[src/rtl/step_seq.sv]
// Pass sequencer for the systolic step line: walks the pivot/elimination
// schedule phase by phase, spaces passes by GAP idle cycles and guards each pass with a watchdog.
module step_seq #(
  parameter int N       = 4,
  parameter int M       = 3,
  parameter int L       = 8,
  parameter int K       = 16,
  parameter int GAP     = 2,
  parameter int TIMEOUT = 1024,
  localparam int CBW = $clog2(K/N+1),
  localparam int RW  = $clog2(L*K/N+2*N+1),
  localparam int PHW = $clog2(L/N+2)
) (
  input  logic           clk,
  input  logic           rst,
  input  logic           go,
  input  logic           step_done,
  input  logic           step_fail,
  output logic           step_start,
  output logic [CBW-1:0] step_col_block,
  output logic           step_functionA,
  output logic           step_last_phase,
  output logic [RW-1:0]  step_first_pass_rows,
  output logic [PHW-1:0] phase,
  output logic           busy,
  output logic           host_ok,
  output logic           done,
  output logic           fail,
  output logic           timeout
);

  localparam int P   = (L+N-1)/N;
  localparam int B   = K/N;
  localparam int WDW = $clog2(TIMEOUT+1);
  localparam int GCW = $clog2(GAP+1);
  // Expiry two counts early so the done pulse lands TIMEOUT cycles after step_start.
  localparam logic [WDW-1:0] WD_LAST = WDW'(TIMEOUT-2);
  localparam logic [GCW-1:0] GC_LAST = GCW'((GAP >= 2) ? GAP-2 : 0);

  if (M < 1 || GAP < 1 || TIMEOUT < 2 || (K % N) != 0) begin : g_bad_params
    $error("step_seq: unsupported parameter set");
  end

  typedef enum logic [2:0] {S_IDLE, S_ISSUE, S_WAIT, S_GAP, S_FIN} state_t;

  state_t         state;
  logic [WDW-1:0] wd;
  logic [GCW-1:0] gcnt;

  int             p_i, cb_i;
  logic [CBW-1:0] nxt_cb;
  logic [PHW-1:0] nxt_ph;
  logic           nxt_f, nxt_last, sched_end;
  logic [RW-1:0]  nxt_rows;
  logic           fail_hit, load_nxt;

  assign p_i  = int'(phase);
  assign cb_i = int'(step_col_block);

  // Next schedule position, derived from the position currently on the outputs.
  always_comb begin
    nxt_cb    = step_col_block;
    nxt_ph    = phase;
    nxt_f     = 1'b0;
    sched_end = 1'b0;
    if (step_functionA && (p_i + 1 < B)) begin
      nxt_cb = CBW'(p_i + 1);
    end else if (!step_functionA && (cb_i + 1 < B)) begin
      nxt_cb = CBW'(cb_i + 1);
    end else if (p_i + 1 < P) begin
      nxt_ph = PHW'(p_i + 1);
      nxt_cb = CBW'(p_i + 1);
      nxt_f  = 1'b1;
    end else begin
      sched_end = 1'b1;
    end
    nxt_last = (int'(nxt_ph) == P-1);
    nxt_rows = nxt_f ? RW'(int'(nxt_cb)*L + N) : '0;
  end

  assign fail_hit = step_done && step_functionA && step_fail;
  // Controls change only on entry to ISSUE, so they hold through the cycle after step_done.
  assign load_nxt = (state == S_GAP && gcnt == GC_LAST) ||
                    (GAP == 1 && state == S_WAIT && step_done && !fail_hit && !sched_end);
  assign host_ok  = ~busy;

  always_ff @(posedge clk) begin
    if (rst) begin
      state                <= S_IDLE;
      step_start           <= 1'b0;
      step_col_block       <= '0;
      step_functionA       <= 1'b0;
      step_last_phase      <= 1'b0;
      step_first_pass_rows <= '0;
      phase                <= '0;
      busy                 <= 1'b0;
      done                 <= 1'b0;
      fail                 <= 1'b0;
      timeout              <= 1'b0;
      wd                   <= '0;
      gcnt                 <= '0;
    end else begin
      step_start <= 1'b0;
      done       <= 1'b0;
      case (state)
        S_IDLE: if (go) begin
          fail                 <= 1'b0;
          timeout              <= 1'b0;
          phase                <= '0;
          step_col_block       <= '0;
          step_functionA       <= 1'b1;
          step_last_phase      <= (P == 1);
          step_first_pass_rows <= RW'(N);
          busy                 <= 1'b1;
          state                <= S_ISSUE;
        end
        S_ISSUE: begin
          step_start <= 1'b1;
          wd         <= '0;
          state      <= S_WAIT;
        end
        S_WAIT: begin
          if (step_done) begin
            if (fail_hit) begin
              fail  <= 1'b1;
              state <= S_FIN;
            end else if (sched_end) begin
              state <= S_FIN;
            end else if (GAP == 1) begin
              state <= S_ISSUE;
            end else begin
              gcnt  <= '0;
              state <= S_GAP;
            end
          end else if (wd == WD_LAST) begin
            timeout <= 1'b1;
            state   <= S_FIN;
          end else begin
            wd <= wd + 1'b1;
          end
        end
        S_GAP: begin
          if (gcnt == GC_LAST) state <= S_ISSUE;
          else                 gcnt  <= gcnt + 1'b1;
        end
        S_FIN: begin
          done  <= 1'b1;
          busy  <= 1'b0;
          state <= S_IDLE;
        end
        default: state <= S_IDLE;
      endcase
      if (load_nxt) begin
        step_col_block       <= nxt_cb;
        step_functionA       <= nxt_f;
        phase                <= nxt_ph;
        step_last_phase      <= nxt_last;
        step_first_pass_rows <= nxt_rows;
      end
    end
  end

endmodule

[config.mk]
export PLATFORM = sky130hd
export DESIGN_NAME = step_seq
export DESIGN_NICKNAME = d
export VERILOG_FILES = /design/src/rtl/step_seq.sv
export SDC_FILE = /design/constraint.sdc
export NUM_CORES = 1
export LEC_CHECK = 0
export BUFFER_PORTS_ARGS = -buffer_cell sky130_fd_sc_hd__buf_2
export CAP_MARGIN = 15
export CORE_ASPECT_RATIO = 0.7
export CORE_MARGIN = 2
export CORE_UTILIZATION = 55
export CTS_CLUSTER_DIAMETER = 30
export DETAILED_ROUTE_END_ITERATION = 16
export GPL_TIMING_DRIVEN = 0
export PLACE_DENSITY = 0.77
export SETUP_SLACK_MARGIN = 0.4
export SLEW_MARGIN = 15
export SYNTH_ARGS = -nofsm -noshare
export SYNTH_HDL_FRONTEND = slang
export SYNTH_SLANG_ARGS = --single-unit
export TNS_END_PERCENT = 10
[constraint.sdc]
create_clock -name clk -period 2.5 [get_ports clk]
set_clock_uncertainty 0.1 [all_clocks]
set_input_delay 0.125 -clock clk [delete_from_list [all_inputs] [get_ports clk]]
set_output_delay 0.125 -clock clk [all_outputs]
set_load 0.02 [all_outputs]
==> out/qor.txt, run 1 <==
setup TNS: 0 ns
Tmin final: 2.08 ns
GRT Overall Usage: 22.3%
syn avg cell area: 8.53 sq um
Slew HR: 65.1%
CP Class: register to register
clock buffer depth: 2
RR Startpoint: phase[0]
layout cells sized above 1: 19.6%
vias in the first global route: 1292
most common cell after layout, fill and taps aside: dfxtp_1
outcome: finished, final reports clean
synthesized area: 1660 sq um
period utilisation layout: 83.2%
row cnt: 16
# IOs: 24
Startpoint Class: register
post-synth cell types: 48
Min-Delay Path Class: input port to register
setup bufs post-CTS: 0
pwr dens: 610 nW/um^2
Die Y: 49.9 microns
VDD IR max: 0.000312 V
I/O Buffers: 21
Area growth syn-to-layout: 14.9%
DRC viols: 0
CTS clk-pin slew, worst paths: 0.07 ns
max-slew violations: 0
CP arrival: 2.17 ns
CP endpoint kind: register
routed wire length: 3610 microns
GRT overflow: 0
Synth top area share: 37.5%
vias per cell: 5.83
core area: 2820 sq um
Routed WL per cell: 13.9 microns
# fillers: 236
Ant. Diodes: 0
clock latency on the worst-skew pair: 0.28 ns
clock sinks: 31
initial core utilization: 58.6%
final setup violation count: 0
post-route ant nets: 0
first-pass GRT wire length: 6040 microns
Post-DP HPWL: 2750 microns
TritonCTS Buffers: 5
Slew @ Worst Pin: 0.520 ns
most frequent cells in the layout: dfxtp_1 (31), nor2_1 (22), nand2_1 (21), buf_2 (21)
hold_sp: rst
first-pass detailed-route iteration total: 5
# H-tree levels: 2
Mapped Cells: 194
routed vias: 1515
crit-path max FO: 9
chip width: 69.6 microns
Synth Register Bits: 31
Synth area leaders: dfxtp_1 (37%), ha_1 (5.3%), nor2_1 (5.0%)
dominant synthesized flop cell: dfxtp_1
initial antenna violation count: 0
maxcap violations: 0
RSZ-0062 raised after global routing: yes
register area share after synthesis: 37.5%
Clock Tree Root: clkbuf_8
largest area contributor in the netlist: dfxtp_1
RePlAce Congestion: 0.925
Post-synth EDFFs: 0
LEAKAGE: 0.746 nW
Hold Buf Count CTS: 0
CTS tree: built
DRT iter0 DRCs: 118
Worst EP required: 2.59 ns
critical path startpoint: phase[0]
final net count: 235
Hold Fails Final Rpt: 0
worst hold margin: 0.113 ns
Yosys Warn Count: 0
fmax: 0.481 GHz
largest net degree at the start of global routing: 11
asr flop ratio synth: 0%
die area: 3470 sq um
[final timing paths]
check	end	slack, ns	cells after the start
max	step_last_phase	0.42	7
max reg2reg	step_last_phase	0.42	7
min reg2reg	step_first_pass_rows[5]	0.35	2
min	state[0]	0.11	3
[cells by family (layout without fill, tap and decap cells)]
group / count (synthesis) / after routing / share of synthesized area, %
buffers and inverters: 18 / 47 / 5.21
xor gates and xnor gates: 9 / 9 / 4.76
muxes: 3 / 3 / 1.97
DFF: 31 / 31 / 37.5
AOI/OAI and AO/OA: 50 / 50 / 21.7
other: 1 / 2 / 0.227
and+or+nand+nor: 75 / 75 / 23.4
adders and majority gates: 7 / 7 / 5.29
[state kept, by name, summed over array words and instances, names as in the netlist, 2 cells and up]
signal,cells
gcnt,2
phase,2
state,3
step_col_block,3
step_first_pass_rows,4
wd,11
[layer usage]
layer | part of all wire, % | track usage [%]
met1 | 48 | 32.2
met2 | 41 | 31.3
met3 | 9.8 | 7.36
met4 | 1.3 | 6.86
met5 | 0 | 0
[final cells by class]
cell class	count	area (sq um)	share of cell area, %
Clock buffer	5	68.8	3.62
Tap cell	36	45.0	2.37
Buffer	9	52.6	2.76
Sequential cell	31	621	32.6
Clock inverter	3	15.0	0.789
Multi-Input combinational cell	146	961	50.5
Timing Repair Buffer	21	105	5.53
Inverter	9	33.8	1.78
[timing repair]
| action | in CTS | in global routing |
|---|---|---|
| setup endpoints to repair | 1 | 11 |
| gates resized for setup | 1 | 1 |
| pin swaps | 0 | 0 |
| endpoints found under the hold margin | 0 | 0 |
[where the power goes]
part | switching [mW] | total (mW) | internal [mW]
clock network | 0.187 | 0.377 | 0.190
logic | 0.159 | 0.247 | 0.0875
registers | 0.0219 | 0.537 | 0.515
[synthesized netlist by cell type, types with 2 or more instances]
cell	instances
clkbuf_1	4
nor2b_1	6
a21oi_1	12
nand2_1	21
mux2_2	2
ha_1	7
o31ai_1	3
nor2_1	22
o21ai_0	11
xnor2_1	5
a221oi_1	2
dfxtp_1	31
inv_1	9
buf_4	3
nand3_1	6
xor2_1	4
a211oi_1	5
a32o_1	2
nand3b_1	2
a311oi_1	2
o2111ai_1	3
nand2b_1	3
nor3_1	4
[through the flow]
stage / util, % / worst slack [ns] / power, mW / instances / instance area [sq um]
floorplan: - / 0.489 / 0.726 / 195 / 1660
global placement: 64.1 / 0.436 / 0.783 / 252 / 1810
detailed placement: 64.1 / 0.376 / 0.790 / 252 / 1810
CTS: 67.2 / 0.456 / 1.16 / 260 / 1900
global route: 67.4 / 0.297 / 1.22 / 260 / 1900
finish: 67.4 / 0.420 / 1.16 / 260 / 1900
[critical path, cell delays in order, from the launching register on]
cell      delay [ns]
dfxtp_1         0.36
inv_1           0.13
ha_1            0.16
clkbuf_1        0.30
inv_1           0.15
a21oi_2         0.22
mux2_2          0.36
o31ai_1         0.23
No activity file was read; power rests on OpenSTA's default activity.
==> run 2: changes to the inputs <==
Settings changed: ABC_AREA from default to 1.
Clock period 2.5 ns to 2.1 ns, I/O delays scaled along.
==> run 2 against run 1 <==
Compared with the run above: sequential cell count unchanged; global-route usage up 0.19 points; worst setup slack better by 0.056 ns; via count up 7.5%; critical path depth up 2; fmax up 28%; combinational power rose to 2.8 times the previous value; sequential power up 35%; synthesized cell count up 29%; worst hold slack worse by 0.0083 ns; critical path type unchanged.
==> out/qor.txt, run 2 <==
outcome: finished, final reports clean
biggest regs: wd: 11 flops, step_first_pass_rows: 4 flops
Worst EP required: 2.18 ns
RePlAce Congestion: 0.937
Min-Delay Path Class: input port to register
LEAKAGE: 0.885 nW
clock sinks: 31
Slew HR: 64.5%
Tmin final: 1.62 ns
initial core utilization: 57.3%
Synth top area share: 34.7%
Hold Fails Final Rpt: 0
CP endpoint kind: register
crit-path max FO: 8
CP Depth: 9
maxcap violations: 0
vias per cell: 5.07
Mapped Cells: 251
VDD IR max: 0.000951 V
final net count: 294
internal reg-to-reg setup slack: 0.48 ns
post-route ant nets: 0
most common cell after layout, fill and taps aside: nand2_1
asr flop ratio synth: 0%
CTS clk-pin slew, worst paths: 0.06 ns
syn avg cell area: 7.13 sq um
CP Class: register to register
Crit-path slowest cell: dfxtp_2
routed wire length: 3890 microns
DRT iter0 DRCs: 87
DRT met1 WL: 2000 microns
# H-tree levels: 2
met2 wire length: 1650 microns
Post-Route Utilization: 66.2%
die area: 3740 sq um
vias in the first global route: 1442
most used cell, CP: nand2_1
Clock Tree Root: clkbuf_8
met3 WL: 188 microns
row cnt: 17
dominant synthesized flop cell: dfxtp_1
largest net degree at the start of global routing: 11
worst path bufs/invs: 0
Commonest cells post-synth: nand2_1 (61), dfxtp_1 (31), nor2_1 (31)
pwr dens: 895 nW/um^2
register area share after synthesis: 34.7%
first-pass detailed-route iteration total: 4
core area: 3130 sq um
I/O Buffers: 21
max-slew violations: 0
post-synth cell types: 32
Ant. Diodes: 0
max reg flops: 11
CP arrival: 1.70 ns
GRT overflow: 0
Yosys Warn Count: 0
Routed WL per cell: 12.1 microns
Hold Path Cell Cnt: 3
GRT Overall Usage: 22.5%
most frequent cells in the layout: nand2_1 (60), nor2_1 (28), a21oi_1 (27)
Synth area leaders: dfxtp_1 (35%), nand2_1 (13%), a21oi_1 (7.5%)
chip width: 72.2 microns
CTS tree: built
fmax: 0.616 GHz
RSZ-0062 raised after global routing: yes
Reg with most FFs: wd
Die Y: 51.7 microns
period utilisation layout: 77.3%
Post-synth EDFFs: 0
first-pass GRT wire length: 6490 microns
Startpoint Class: register
most common cell in the netlist: nand2_1
# IOs: 24
Top Layer Used: met4
setup bufs post-CTS: 0
largest area contributor in the netlist: dfxtp_1
clock latency on the worst-skew pair: 0.28 ns
worst reg-to-reg path cell count: 9
clock buffer depth: 2
Synth Register Bits: 31
DRC viols: 0
routed vias: 1629
critical path cell sequence: ha_1 > a21oi_2 > nand2_2 > nand2_1 > nand3_2 > nand2_1 > o21ai_0 > nand2_1 > nor2_1
TritonCTS Buffers: 5
Area growth syn-to-layout: 15.7%
Slew @ Worst Pin: 0.532 ns
setup TNS: 0 ns
layout cells sized above 1: 23.7%
# fillers: 289
final setup violation count: 0
initial antenna violation count: 0
slowest stage delay, CP: 0.34 ns
CP top delay family: simple AND/OR/NAND/NOR gates
Post-DP HPWL: 2770 microns
synthesized area: 1790 sq um
## run 2: per-stage QoR
stage	std cells	total power [mW]	area (sq um)	worst slack (ns)	hold WS, ns
finish	321	1.85	2070	0.476	0.104
global route	321	1.98	2070	0.377	0.132
CTS	320	1.83	2040	0.402	0.101
detailed placement	311	1.37	1950	0.404	0.239
global placement	311	1.36	1950	0.404	0.228
floorplan	252	1.22	1790	0.453	0.0741
## run 2: where the power goes
group	switching, mW	total (mW)	internal (mW)
Combinational	0.450	0.681	0.231
Sequential	0.0731	0.723	0.650
Clock	0.217	0.449	0.232
## run 2: layout make-up
type / instances / area [sq um] / share of cell area, %
clock buffer: 7 / 76.3 / 3.69
clock inverter: 1 / 5.00 / 0.242
tap: 38 / 47.5 / 2.30
buffer: 6 / 41.3 / 1.99
sequential: 31 / 627 / 30.3
timing repair buffer: 22 / 115 / 5.56
inverter: 30 / 113 / 5.44
multi-input combinational: 186 / 1050 / 50.5
## run 2: cells by family (layout without fill, tap and decap cells)
family	count (synthesis)	after routing	share of synthesized area [%]
AOI/OAI and AO/OA	47	48	15.3
xor gates and xnor gates	4	4	1.96
adders and majority gates	7	7	4.89
buffers and inverters	36	66	8.60
DFF	31	31	34.7
other	1	2	0.209
and+or+nand+nor	125	125	34.4
## run 2: per-layer routing
layer | track usage [%] | vias to the layer above
met3 | 6.01 | 5
li1 | - | 868
met5 | 0 | -
met2 | 34.6 | 34
met1 | 31.1 | 722
met4 | 6.60 | 0
## run 2: worst min-delay path: stages
cell,delay [ns]
buf_2,0.11
nand2_1,0.14
a21oi_1,0.08
## run 2: worst paths after layout
| kind | from | end |
|---|---|---|
| setup / recovery | step_col_block[0] | gcnt[0] |
| hold / removal | go | busy |
| setup reg to reg | step_col_block[0] | gcnt[0] |
| hold reg to reg | step_first_pass_rows[4] | step_first_pass_rows[4] |
## run 2: what timing repair did
item                       CTS  global route
setup endpoints to repair    3            21
cloned                       0             1
hold buffers                 1             0
gates resized for setup      1            13
pin swaps                    0             1
hold endpoints to repair     2             0
